===== src/rtl/fitness_collector_pkg.sv =====
// Shared definitions for the fitness collector: FSM encoding and accumulator width helpers.
package fitness_collector_pkg;

    localparam logic [1:0] ST_IDLE   = 2'd0;
    localparam logic [1:0] ST_START  = 2'd1;
    localparam logic [1:0] ST_WAIT   = 2'd2;
    localparam logic [1:0] ST_REPORT = 2'd3;

    typedef enum logic [1:0] {
        S_IDLE   = ST_IDLE,
        S_START  = ST_START,
        S_WAIT   = ST_WAIT,
        S_REPORT = ST_REPORT
    } state_t;

    localparam int unsigned SCORE_WIDTH_DEF = 32;
    localparam int unsigned TRIAL_BITS_DEF  = 2;
    localparam int unsigned ACC_WIDTH       = SCORE_WIDTH_DEF + TRIAL_BITS_DEF;

    // Sum of TRIALS scores needs TRIAL_BITS of headroom above the score width.
    function automatic int unsigned acc_width(input int unsigned score_w, input int unsigned trial_b);
        return score_w + trial_b;
    endfunction

endpackage


===== src/rtl/fitness_collector_best_tracker.sv =====
// Best-so-far record: loads on an accepted result with strictly greater fitness; clear wins.
module fitness_collector_best_tracker
    import fitness_collector_pkg::*;
#(
    parameter int unsigned ID_W  = 8,
    parameter int unsigned ACC_W = ACC_WIDTH
) (
    input  logic             clock,
    input  logic             reset,
    input  logic             i_accept,
    input  logic             i_clear,
    input  logic [ID_W-1:0]  i_id,
    input  logic [ACC_W-1:0] i_fitness,
    output logic             o_best_valid,
    output logic [ID_W-1:0]  o_best_id,
    output logic [ACC_W-1:0] o_best_fitness
);

    logic             r_valid;
    logic [ID_W-1:0]  r_id;
    logic [ACC_W-1:0] r_fitness;
    logic             w_load;

    // Ties keep the earlier record, so only a strictly better fitness replaces it.
    assign w_load = i_accept && (!r_valid || (i_fitness > r_fitness));

    always_ff @(posedge clock) begin
        if (reset || i_clear) begin
            r_valid   <= 1'b0;
            r_id      <= '0;
            r_fitness <= '0;
        end else if (w_load) begin
            r_valid   <= 1'b1;
            r_id      <= i_id;
            r_fitness <= i_fitness;
        end
    end

    assign o_best_valid   = r_valid;
    assign o_best_id      = r_id;
    assign o_best_fitness = r_fitness;

endmodule


===== src/rtl/fitness_collector.sv =====
// Runs TRIALS tester passes per individual, reduces scores to sum/min, and reports over valid/ready.
module fitness_collector
    import fitness_collector_pkg::*;
#(
    parameter int unsigned TRIALS      = 4,
    parameter int unsigned TRIAL_BITS  = TRIAL_BITS_DEF,
    parameter int unsigned SCORE_WIDTH = SCORE_WIDTH_DEF,
    parameter int unsigned ID_WIDTH    = 8,
    parameter int unsigned TIMEOUT     = 67108864,
    parameter int unsigned TO_WIDTH    = 27
) (
    input  logic                                 clock,
    input  logic                                 reset,
    input  logic                                 eval_req,
    input  logic [ID_WIDTH-1:0]                  eval_id,
    output logic                                 eval_busy,
    output logic                                 test_start,
    input  logic                                 test_done,
    input  logic [SCORE_WIDTH-1:0]               test_score,
    output logic                                 result_valid,
    input  logic                                 result_ready,
    output logic [ID_WIDTH-1:0]                  result_id,
    output logic [SCORE_WIDTH+TRIAL_BITS-1:0]    result_fitness,
    output logic [SCORE_WIDTH-1:0]               result_min,
    output logic                                 result_timeout,
    input  logic                                 clear_best,
    output logic                                 best_valid,
    output logic [ID_WIDTH-1:0]                  best_id,
    output logic [SCORE_WIDTH+TRIAL_BITS-1:0]    best_fitness
);

    localparam int unsigned ACC_W = acc_width(SCORE_WIDTH, TRIAL_BITS);

    state_t                  r_state;
    state_t                  w_next;
    logic                    r_test_start;
    logic                    r_busy;
    logic                    r_result_valid;
    logic [ID_WIDTH-1:0]     r_id;
    logic [ACC_W-1:0]        r_sum;
    logic [SCORE_WIDTH-1:0]  r_min;
    logic                    r_timeout;
    logic [TRIAL_BITS-1:0]   r_trial;
    logic [TO_WIDTH-1:0]     r_to_cnt;

    logic w_done_ev;
    logic w_to_ev;
    logic w_last;
    logic w_accept;

    // Done has priority over a timeout expiring in the same cycle.
    assign w_done_ev = (r_state == S_WAIT) && test_done;
    assign w_to_ev   = (r_state == S_WAIT) && !test_done && (r_to_cnt == TO_WIDTH'(TIMEOUT - 1));
    assign w_last    = (r_trial == TRIAL_BITS'(TRIALS - 1));
    assign w_accept  = (r_state == S_REPORT) && result_ready;

    always_ff @(posedge clock) begin
        if (reset) begin
            r_state        <= S_IDLE;
            r_test_start   <= 1'b0;
            r_busy         <= 1'b0;
            r_result_valid <= 1'b0;
        end else begin
            r_state        <= w_next;
            r_test_start   <= (w_next == S_START);
            r_busy         <= (w_next != S_IDLE);
            r_result_valid <= (w_next == S_REPORT);
        end
    end

    always_comb begin
        w_next = r_state;
        case (r_state)
            S_IDLE:   if (eval_req) w_next = S_START;
            S_START:  w_next = S_WAIT;
            S_WAIT:   if (w_done_ev || w_to_ev) w_next = w_last ? S_REPORT : S_START;
            S_REPORT: if (result_ready) w_next = S_IDLE;
            default:  w_next = S_IDLE;
        endcase
    end

    // Per-evaluation accumulators and the per-trial timeout counter.
    always_ff @(posedge clock) begin
        if (reset) begin
            r_id      <= '0;
            r_sum     <= '0;
            r_min     <= '0;
            r_timeout <= 1'b0;
            r_trial   <= '0;
            r_to_cnt  <= '0;
        end else begin
            case (r_state)
                S_IDLE: begin
                    if (eval_req) begin
                        r_id      <= eval_id;
                        r_sum     <= '0;
                        r_min     <= '1;
                        r_timeout <= 1'b0;
                        r_trial   <= '0;
                    end
                end
                S_START: r_to_cnt <= '0;
                S_WAIT: begin
                    r_to_cnt <= r_to_cnt + TO_WIDTH'(1);
                    if (w_done_ev) begin
                        r_sum <= r_sum + ACC_W'(test_score);
                        if (test_score < r_min) r_min <= test_score;
                    end else if (w_to_ev) begin
                        r_min     <= '0;
                        r_timeout <= 1'b1;
                    end
                    if ((w_done_ev || w_to_ev) && !w_last) r_trial <= r_trial + TRIAL_BITS'(1);
                end
                default: ;
            endcase
        end
    end

    fitness_collector_best_tracker #(
        .ID_W  (ID_WIDTH),
        .ACC_W (ACC_W)
    ) u_best (
        .clock          (clock),
        .reset          (reset),
        .i_accept       (w_accept),
        .i_clear        (clear_best),
        .i_id           (r_id),
        .i_fitness      (r_sum),
        .o_best_valid   (best_valid),
        .o_best_id      (best_id),
        .o_best_fitness (best_fitness)
    );

    assign eval_busy      = r_busy;
    assign test_start     = r_test_start;
    assign result_valid   = r_result_valid;
    assign result_id      = r_id;
    assign result_fitness = r_sum;
    assign result_min     = r_min;
    assign result_timeout = r_timeout;

endmodule


===== config.mk =====
export PLATFORM = sky130hd
export DESIGN_NAME = fitness_collector
export DESIGN_NICKNAME = d
export VERILOG_FILES = /design/src/rtl/fitness_collector_pkg.sv /design/src/rtl/fitness_collector_best_tracker.sv /design/src/rtl/fitness_collector.sv
export SDC_FILE = /design/constraint.sdc
export NUM_CORES = 1
export LEC_CHECK = 0
export BUFFER_PORTS_ARGS = -buffer_cell sky130_fd_sc_hd__buf_2
export CORE_UTILIZATION = 25
export CTS_CLUSTER_DIAMETER = 200
export DETAILED_ROUTE_END_ITERATION = 12
export PLACE_DENSITY = 0.48
export SKIP_LAST_GASP = 1
export SLEW_MARGIN = 30
export SYNTH_ARGS = -nofsm -noshare
export SYNTH_HDL_FRONTEND = slang
export SYNTH_HIERARCHICAL = 1
export SYNTH_SLANG_ARGS = --single-unit

===== constraint.sdc =====
create_clock -name clock -period 2.6 [get_ports clock]
set_input_delay 0.26 -clock clock [delete_from_list [all_inputs] [get_ports clock]]
set_output_delay 0.26 -clock clock [all_outputs]
set_load 0.005 [all_outputs]

# Word level (Yosys, flattened, before mapping)
# Index checks and enable logic that the tools add are counted.
# op_classes
n_mux,21
magnitude_cmp,2
eq_ne,14
n_reduce_logical,21
addsub,3
# op_table
cell,n
$mux 32,4
$mux 34,2
$pmux 34 s2,1
$pmux 32 s2,1
$pmux 27 s2,1
$add 34x32->34,1
$gt 34x34->1,1
$lt 32x32->1,1
$add 27x1->27 const B,1
$eq 27x26->1 const B,1
$mux 2,6
$eq 2x2->1 const B,4
$ne 2x2->1 const B,4
$pmux 2 s4,1
$reduce_and 4->1,2
$logic_and 1x1->1,6
$reduce_and 3->1,2
$reduce_bool 2->1,3
$eq 2x1->1 const B,2
$pmux 2 s2,1
$logic_not 1->1,3
$logic_or 1x1->1,3
$mux 1,3
$ne 3x2->1 const B,1
6 further kinds,6
# word_totals
input_bits,46
ff_bits,152
word_cells,74

# Logic depth before layout (Yosys ltp)
# Gate-level depths: netlist of the first run.
# depth
depth_word,7
depth_mapped,12

# By module
# The synthesis of the first run kept the hierarchy.
# modules_own_cells
mod,seq_area_each_um2,cells_each,area_each_um2,instances
fitness_collector,2182.1,861,6971.7,1
fitness_collector_best_tracker,860.8,322,2692.6,1

# Least setup slack after synthesis of the first run
# Ideal clock, no wire load.
# synth_timing
kind,reg2reg
startpoint,register r_state[0]
endpoint,"register r_min[10], in the netlist result_min[10]"
n_path_buf,2
period_less_slack_ns,2.546
setup_ns,0.154
t_required_ns,2.446
path_stages_with_launch,12
setup_slack_ns,0.054
t_arrival_ns,2.391
path_cell_list,dfxtp_1 > clkbuf_1 > inv_1 > ha_1 > nand2b_2 > nand3_1 > nor2_1 > o311ai_1 > or3_1 > o21ai_4 > buf_2 > a311oi_2
# synth_between
elab_chain_cells,5
# synth_lines
element,line,text
"start, declared",fitness_collector.sv:34,state_t r_state;
"start signal, assigned",fitness_collector.sv:64,r_state <= w_next;
$eq 2x2->1,"fitness_collector.sv:52, fitness_collector.sv:53, fitness_collector.sv:92",
$logic_and 1x1->1 (2 in a row),fitness_collector.sv:53,assign w_to_ev = (r_state == S_WAIT) && !test_done && (r_to_cnt == TO_WIDTH'(TIMEOUT - 1));
$ne 3x3->1 (no line),-,
$reduce_and 4->1 (no line),-,
"end signal, assigned",fitness_collector.sv:107,if (test_score < r_min) r_min <= test_score;
"end, declared",fitness_collector.sv:41,logic [SCORE_WIDTH-1:0] r_min;
# Parallel ways exist; a longest one is shown, timed or not.
# A chain may end at the register's enable or synchronous reset.

# Final worst setup path of the first run
# layout_timing
startpoint,"register r_sum[0], in the netlist result_fitness[0]"
endpoint,"register r_sum[28], in the netlist result_fitness[28]"
# layout_between
elab_chain_cells,3
# layout_lines
element,line,text
"start, declared",fitness_collector.sv:40,logic [ACC_W-1:0] r_sum;
"start signal, assigned",fitness_collector.sv:106,r_sum <= r_sum + ACC_W'(test_score);
$add 34x32->34,fitness_collector.sv:106,
$mux 34,fitness_collector.sv:105,if (w_done_ev) begin
$pmux 34 s2,fitness_collector.sv:92,case (r_state)
# No other way between the ends. The select of a mux whose other input is x is not followed.

==> results_dict.tcl, run 1 <==
set metrics [dict create \
    wl_um 35600 \
    grt_pass1_wl_um 52100 \
    instances_no_fill 2027 \
    setup_tns_ns 0 \
    clock-skew-final_ns 0.00873 \
    cp_max_fo 3 \
    grt.overflow.total 0 \
    synthFlopType "dfxtp_1" \
    row_count 71 \
    synth_area_um2 9660 \
    wire_per_inst_um 17.6 \
    holdWs_ns 0.0454 \
    final_antenna_net_count 0 \
    fmax_mhz 387 \
    path_class "reg -> reg" \
    numClockSinks 152 \
    max_cap_violations 0 \
    clkLatencyLatePin_ns 0.44 \
    pin_count 167 \
    tightest_slew_ns 0.755 \
    irDropWorstVdd_mv 0.476 \
    start_util 0.255 \
    cts.clk_slew.worst_paths_ns 0.07 \
    clock_power_share 0.225 \
    end_kind "register" \
    place_inst 1959 \
    yosys_warnings 6 \
    syn_inst 1183 \
    dieArea_um2 39400 \
    cts_buffers 17 \
    syn_area_per_cell_um2 8.17 \
    drive_gt1_frac 0.383 \
    areaGrowthSynthToFinish_pct 46.2 \
    p_seq_frac 0.241 \
    hold_path_class "in -> reg" \
    ys_async_sr_fraction 0 \
    p_switching_w 0.00496 \
    slew_headroom 0.494 \
    place.gp.congestion 0.825 \
    grt_util_all_layers 0.173 \
    core_area_um2 37800 \
    drtIter0Drc 594 \
    rsz0062_at_grt "true" \
    cts_max_level 4 \
    fp.dieH_um 199 \
    pwr-share-comb 0.534 \
    cts_buffer_depth 2 \
    netlist.area_leader.share 0.315 \
    synth_seq_cells 152 \
    setup_violations 0 \
    root_buffer "clkbuf_16" \
    slew_viol_final 0 \
    port_buffers 166 \
    vias_per_cell 4.81 \
    cp.required_ns 2.92 \
    finalInstanceArea_um2 14100 \
    grt_pass1_vias 9269 \
    switching_share 0.403 \
    ys_seq_area_frac 0.315 \
    status "completed" \
    firstDrtPassIters 4 \
    fin_crit_sh 0.994 \
    vias 9759 \
    power.leakage_nw 6.00 \
    synth_fp_nets 1332 \
    power.density_nw_per_um2 873 \
    placed_cell_area_um2 12200 \
    finalCriticalPeriod_ns 2.59 \
    hpwl_um 25800 \
    grt_max_degree 44 \
    cts_tree "built" \
    drcViolationCount 0 \
    synth-edff-count 0 \
    hold_violations 0 \
    cp-start-kind "register" \
    worstPathArrival_ns 2.91 \
    p_int_w 0.00737 \
    ys_types 63 \
    die_x_um 199 \
    yosysTopAreaCell "dfxtp_1" \
    synthTopCellsByArea "dfxtp_1 (31%), ha_1 (13%), o21ai_0 (4.7%)" \
    final_nets 1651 \
    antenna_found_initial 1 \
]
==> metal layers <==
layer  vias up  global-route usage  wire length (um)
met5         -                   0                 0
met4         0              0.0638               765
met3        35              0.0281              1360
met2       197               0.288             16800
met1      4685               0.222             16600
li1       4842                   -                 -
==> placed cells by master (no fill, tap or decap), drive strengths merged, types with 28 or more instances in the layout <==
master	instances
a21oi	76
a21o	34
xor2	28
o21ai	99
a311oi	32
nand3	73
nor2	104
nand2	120
inv	89
dfxtp	152
ha	102
buf	356
a21boi	44
==> final timing paths <==
kind / slack (ns) / depth (start not counted) / endpoint / startpoint
min: 0.05 / 3 / result_id[3] / eval_id[3]
max: 0.01 / 12 / result_fitness[28] / result_fitness[0]
max reg2reg: 0.01 / 12 / result_fitness[28] / result_fitness[0]
min reg2reg: 0.46 / 2 / r_trial[1] / r_trial[1]
==> cell families (layout without fill, tap and decap cells) <==
logic type | count (synthesis) | in the layout | share of synthesized area
simple gates | 378 | 378 | 0.185
compound gates | 350 | 350 | 0.253
flops | 152 | 152 | 0.315
mux | 1 | 1 | 0.00117
other cells | 0 | 1 | 0
buf+inv | 149 | 481 | 0.0664
xor+xnor | 50 | 50 | 0.0453
fa+ha+maj | 103 | 103 | 0.134
==> repair_timing <==
action | CTS | global route
hold buffers | 0 | 0
pin swaps | 14 | 65
endpoints found under the setup margin | 54 | 89
buffers inserted | 5 | 16
gates resized for setup | 28 | 140
cloned | 1 | 13
==> power by group through the flow <==
stage	registers, W	logic [W]	clock network [W]
3_3_place_gp	0.00299	0.00463	0
2_1_floorplan	0.00299	0.00285	0
3_5_place_dp	0.00299	0.00470	0
6_report	0.00297	0.00658	0.00278
5_1_grt	0.00302	0.00710	0.00293
4_1_cts	0.00295	0.00496	0.00284
==> cells in the mapped netlist, types with 6 or more instances <==
master	number
xor2_1	28
o21ai_0	91
inv_1	84
nor2_1	104
clkbuf_1	38
nand4_1	26
dfxtp_1	152
o21ai_1	6
a21boi_1	40
nand3_2	10
nand3_1	63
buf_6	7
a21oi_1	76
o21a_1	8
a22oi_1	10
ha_1	102
nand2_1	120
nor2b_1	8
xnor2_1	22
a31oi_1	9
nor3_1	8
nand2b_1	6
a311oi_2	28
a21o_1	34
buf_2	12
==> stage by stage <==
step                      setup WS (ns)  utilization  power [W]
after floorplan                  0.0544            -    0.00585
after global placement           -0.353        0.321    0.00762
after detailed placement         -0.328        0.321    0.00769
after CTS                       -0.0450        0.344     0.0107
after global routing            -0.0913        0.373     0.0130
final                            0.0150        0.373     0.0123
==> worst max-delay path, cell delays in order, from the launching register on <==
cell and delay [ns]:
dfxtp_2 0.35, ha_4 0.13, inv_2 0.03, fa_2 0.36, nor2b_4 0.17, o2111ai_4 0.18, nand3_4 0.16, a31oi_4 0.13
o41a_1 0.48, buf_4 0.17, o21bai_4 0.12, xnor2_2 0.12, o21ai_1 0.06
==> registers in the layout (all words and copies together) (netlist names) <==
signal / flops
u_best/o_best_id: 8
result_valid: 1
eval_busy: 1
r_trial: 2
r_state: 2
result_fitness: 34
result_timeout: 1
test_start: 1
result_id: 8
u_best/o_best_fitness: 34
result_min: 32
u_best/o_best_valid: 1
r_to_cnt: 27
==> area by class of cell <==
| class | count | area (um2) |
|---|---|---|
| fillers | 3953 | 23700 |
| multi-input cells | 882 | 6780 |
| flip-flops and latches | 152 | 3070 |
| repair buffers | 365 | 2680 |
| well taps | 511 | 639 |
| clock buffers | 17 | 425 |
| inverters | 84 | 315 |
| clock inverters | 15 | 216 |
| diodes | 1 | 2.50 |
(Power assumes the default switching activity.)
==> run 2: changes to the inputs <==
PLACE_DENSITY = 0.41   (was 0.48)
==> results_dict.tcl, run 2 (synthesis results as in run 1) <==
set metrics [dict create \
    wl_um 34600 \
    setup_violations 0 \
    die_x_um 199 \
    cts_buffer_depth 2 \
    cp_slowest_cell "o31a_1" \
    cp-start-kind "register" \
    wire_per_inst_um 17.5 \
    setup_tns_ns 0 \
    drtIter0Drc 505 \
    cp_max_fo 5 \
    r2r_end "result_min[11]" \
    firstDrtPassIters 5 \
    drcViolationCount 0 \
    path_class "reg -> reg" \
    slew_viol_final 0 \
    drive_gt1_frac 0.319 \
    grt_max_degree 44 \
    hold_path_class "in -> reg" \
    fin_crit_sh 0.980 \
    dieArea_um2 39400 \
    max_cap_violations 0 \
    reg2reg_from "result_min[1]" \
    clock_power_share 0.233 \
    status "completed" \
    critPathMaxStageDelay_ns 0.36 \
    end_kind "register" \
    critical_path.cell_chain "inv_1 > ha_1 > a21o_1 > a211oi_2 > nor4_4 > o31a_1 > o21ai_4 > clkbuf_16 > clkbuf_16 > nor2_1 > a311oi_2" \
    instances_no_fill 1980 \
    cts_tree "built" \
    grt.overflow.total 0 \
    worstPathArrival_ns 2.90 \
    clock-skew-final_ns 0.0123 \
    holdPathEnd "result_id[0]" \
    tightest_slew_ns 0.667 \
    cts.clk_slew.worst_paths_ns 0.07 \
    slew_headroom 0.554 \
    antenna_found_initial 0 \
    hold_violations 0 \
    vias 9417 \
    cts_buffers 17 \
    place.gp.congestion 0.858 \
    grt_util_all_layers 0.170 \
    p_int_w 0.00672 \
    core_area_um2 37800 \
    place_inst 1925 \
    grt_pass1_vias 8847 \
    numClockSinks 152 \
    final_antenna_net_count 0 \
    p_switching_w 0.00451 \
    rsz0062_at_grt "true" \
    power.leakage_nw 5.63 \
    grt_pass1_wl_um 51400 \
    final_nets 1604 \
    finalCriticalPeriod_ns 2.55 \
    cts_hold_buf 0 \
    switching_share 0.402 \
    holdWs_ns 0.0512 \
    layout_common_cells "buf_2 (166), dfxtp_1 (133), buf_4 (130)" \
    mostFrequentLayoutCell "buf_2" \
    cp.required_ns 2.95 \
    clkLatencyLatePin_ns 0.44 \
    cts_max_level 4 \
    areaGrowthSynthToFinish_pct 36.6 \
    crit_top_cell "clkbuf_16" \
    root_buffer "clkbuf_16" \
    holdPathStages 3 \
    row_count 71 \
    worst-r2r-cell-count 11 \
    pwr-share-comb 0.503 \
    dp_slack_ns -0.202 \
    pin_count 167 \
    start_util 0.255 \
    vias_per_cell 4.76 \
    worst_slack_ns 0.0531 \
    hpwl_um 25800 \
    fmax_mhz 393 \
    port_buffers 166 \
    fp.dieH_um 199 \
    hold_start "eval_id[0]" \
    p_seq_frac 0.264 \
    irDropWorstVdd_mv 0.489 \
    rrSetupSlack_ns 0.05 \
    power.density_nw_per_um2 851 \
]
## run 2: cell count changes in the layout (fill, tap and decap cells not counted), moves of 5 or more
cell / delta
ha_1: +14
buf_4: -41
nand3_4: -6
nand3_2: -22
dfxtp_1: +5
dfxtp_2: -5
ha_4: -14
nand3_1: +28
## run 2: stage by stage
stage               cell area (um2)   util  power, W
floorplan                      9660      -   0.00585
global placement              11900  0.315   0.00772
detailed placement            11900  0.315   0.00773
CTS                           12600  0.333    0.0105
global route                  13200  0.349    0.0120
finish                        13200  0.349    0.0112
## run 2: worst max-delay path, delay by kind of cell (launching register included)
kind            cells  cell delay (ns)
compound gates      5             1.33
fa+ha+maj           1             0.26
buf+inv             3             0.40
flops               1             0.34
simple gates        2             0.13
## run 2: how the worst max path moves through the flow
stage,slack [ns],depth (start not counted),start,endpoint
floorplan,0.05,11,r_state[0],result_min[10]
global placement,-0.13,12,test_score[0],result_fitness[22]
detailed placement,-0.20,12,test_score[0],result_fitness[32]
CTS,-0.04,11,result_fitness[0],result_fitness[32]
global route,-0.05,11,result_min[1],result_min[13]
finish,0.05,11,result_min[1],result_min[11]
## run 2: power by group through the flow
stage | logic [W] | registers (W) | clock network, W
2_1_floorplan | 0.00285 | 0.00299 | 0
3_3_place_gp | 0.00472 | 0.00299 | 0
3_5_place_dp | 0.00474 | 0.00299 | 0
4_1_cts | 0.00487 | 0.00294 | 0.00269
5_1_grt | 0.00618 | 0.00302 | 0.00278
6_report | 0.00565 | 0.00296 | 0.00261
## run 2: routing by layer
metal,track usage,vias up,wire (um)
met5,0,-,0
met4,0.0459,0,474
met3,0.0232,24,1210
met2,0.284,185,16200
met1,0.229,4444,16800
li1,-,4764,-
## run 2: area by class of cell
class / count / area [um2]
Timing Repair Buffer: 318 / 2220
Fill cell: 4078 / 24600
Antenna cell: 1 / 2.50
Sequential cell: 152 / 3070
Multi-Input combinational cell: 882 / 6360
Tap cell: 511 / 639
Clock buffer: 20 / 447
Clock inverter: 12 / 150
Inverter: 84 / 315
## run 2: repair_timing
item	CTS	global route
gates cloned	0	8
setup buffers	4	10
gates resized for setup	7	83
endpoints found under the setup margin	29	88
pin swaps	5	27
hold endpoints to repair	0	0
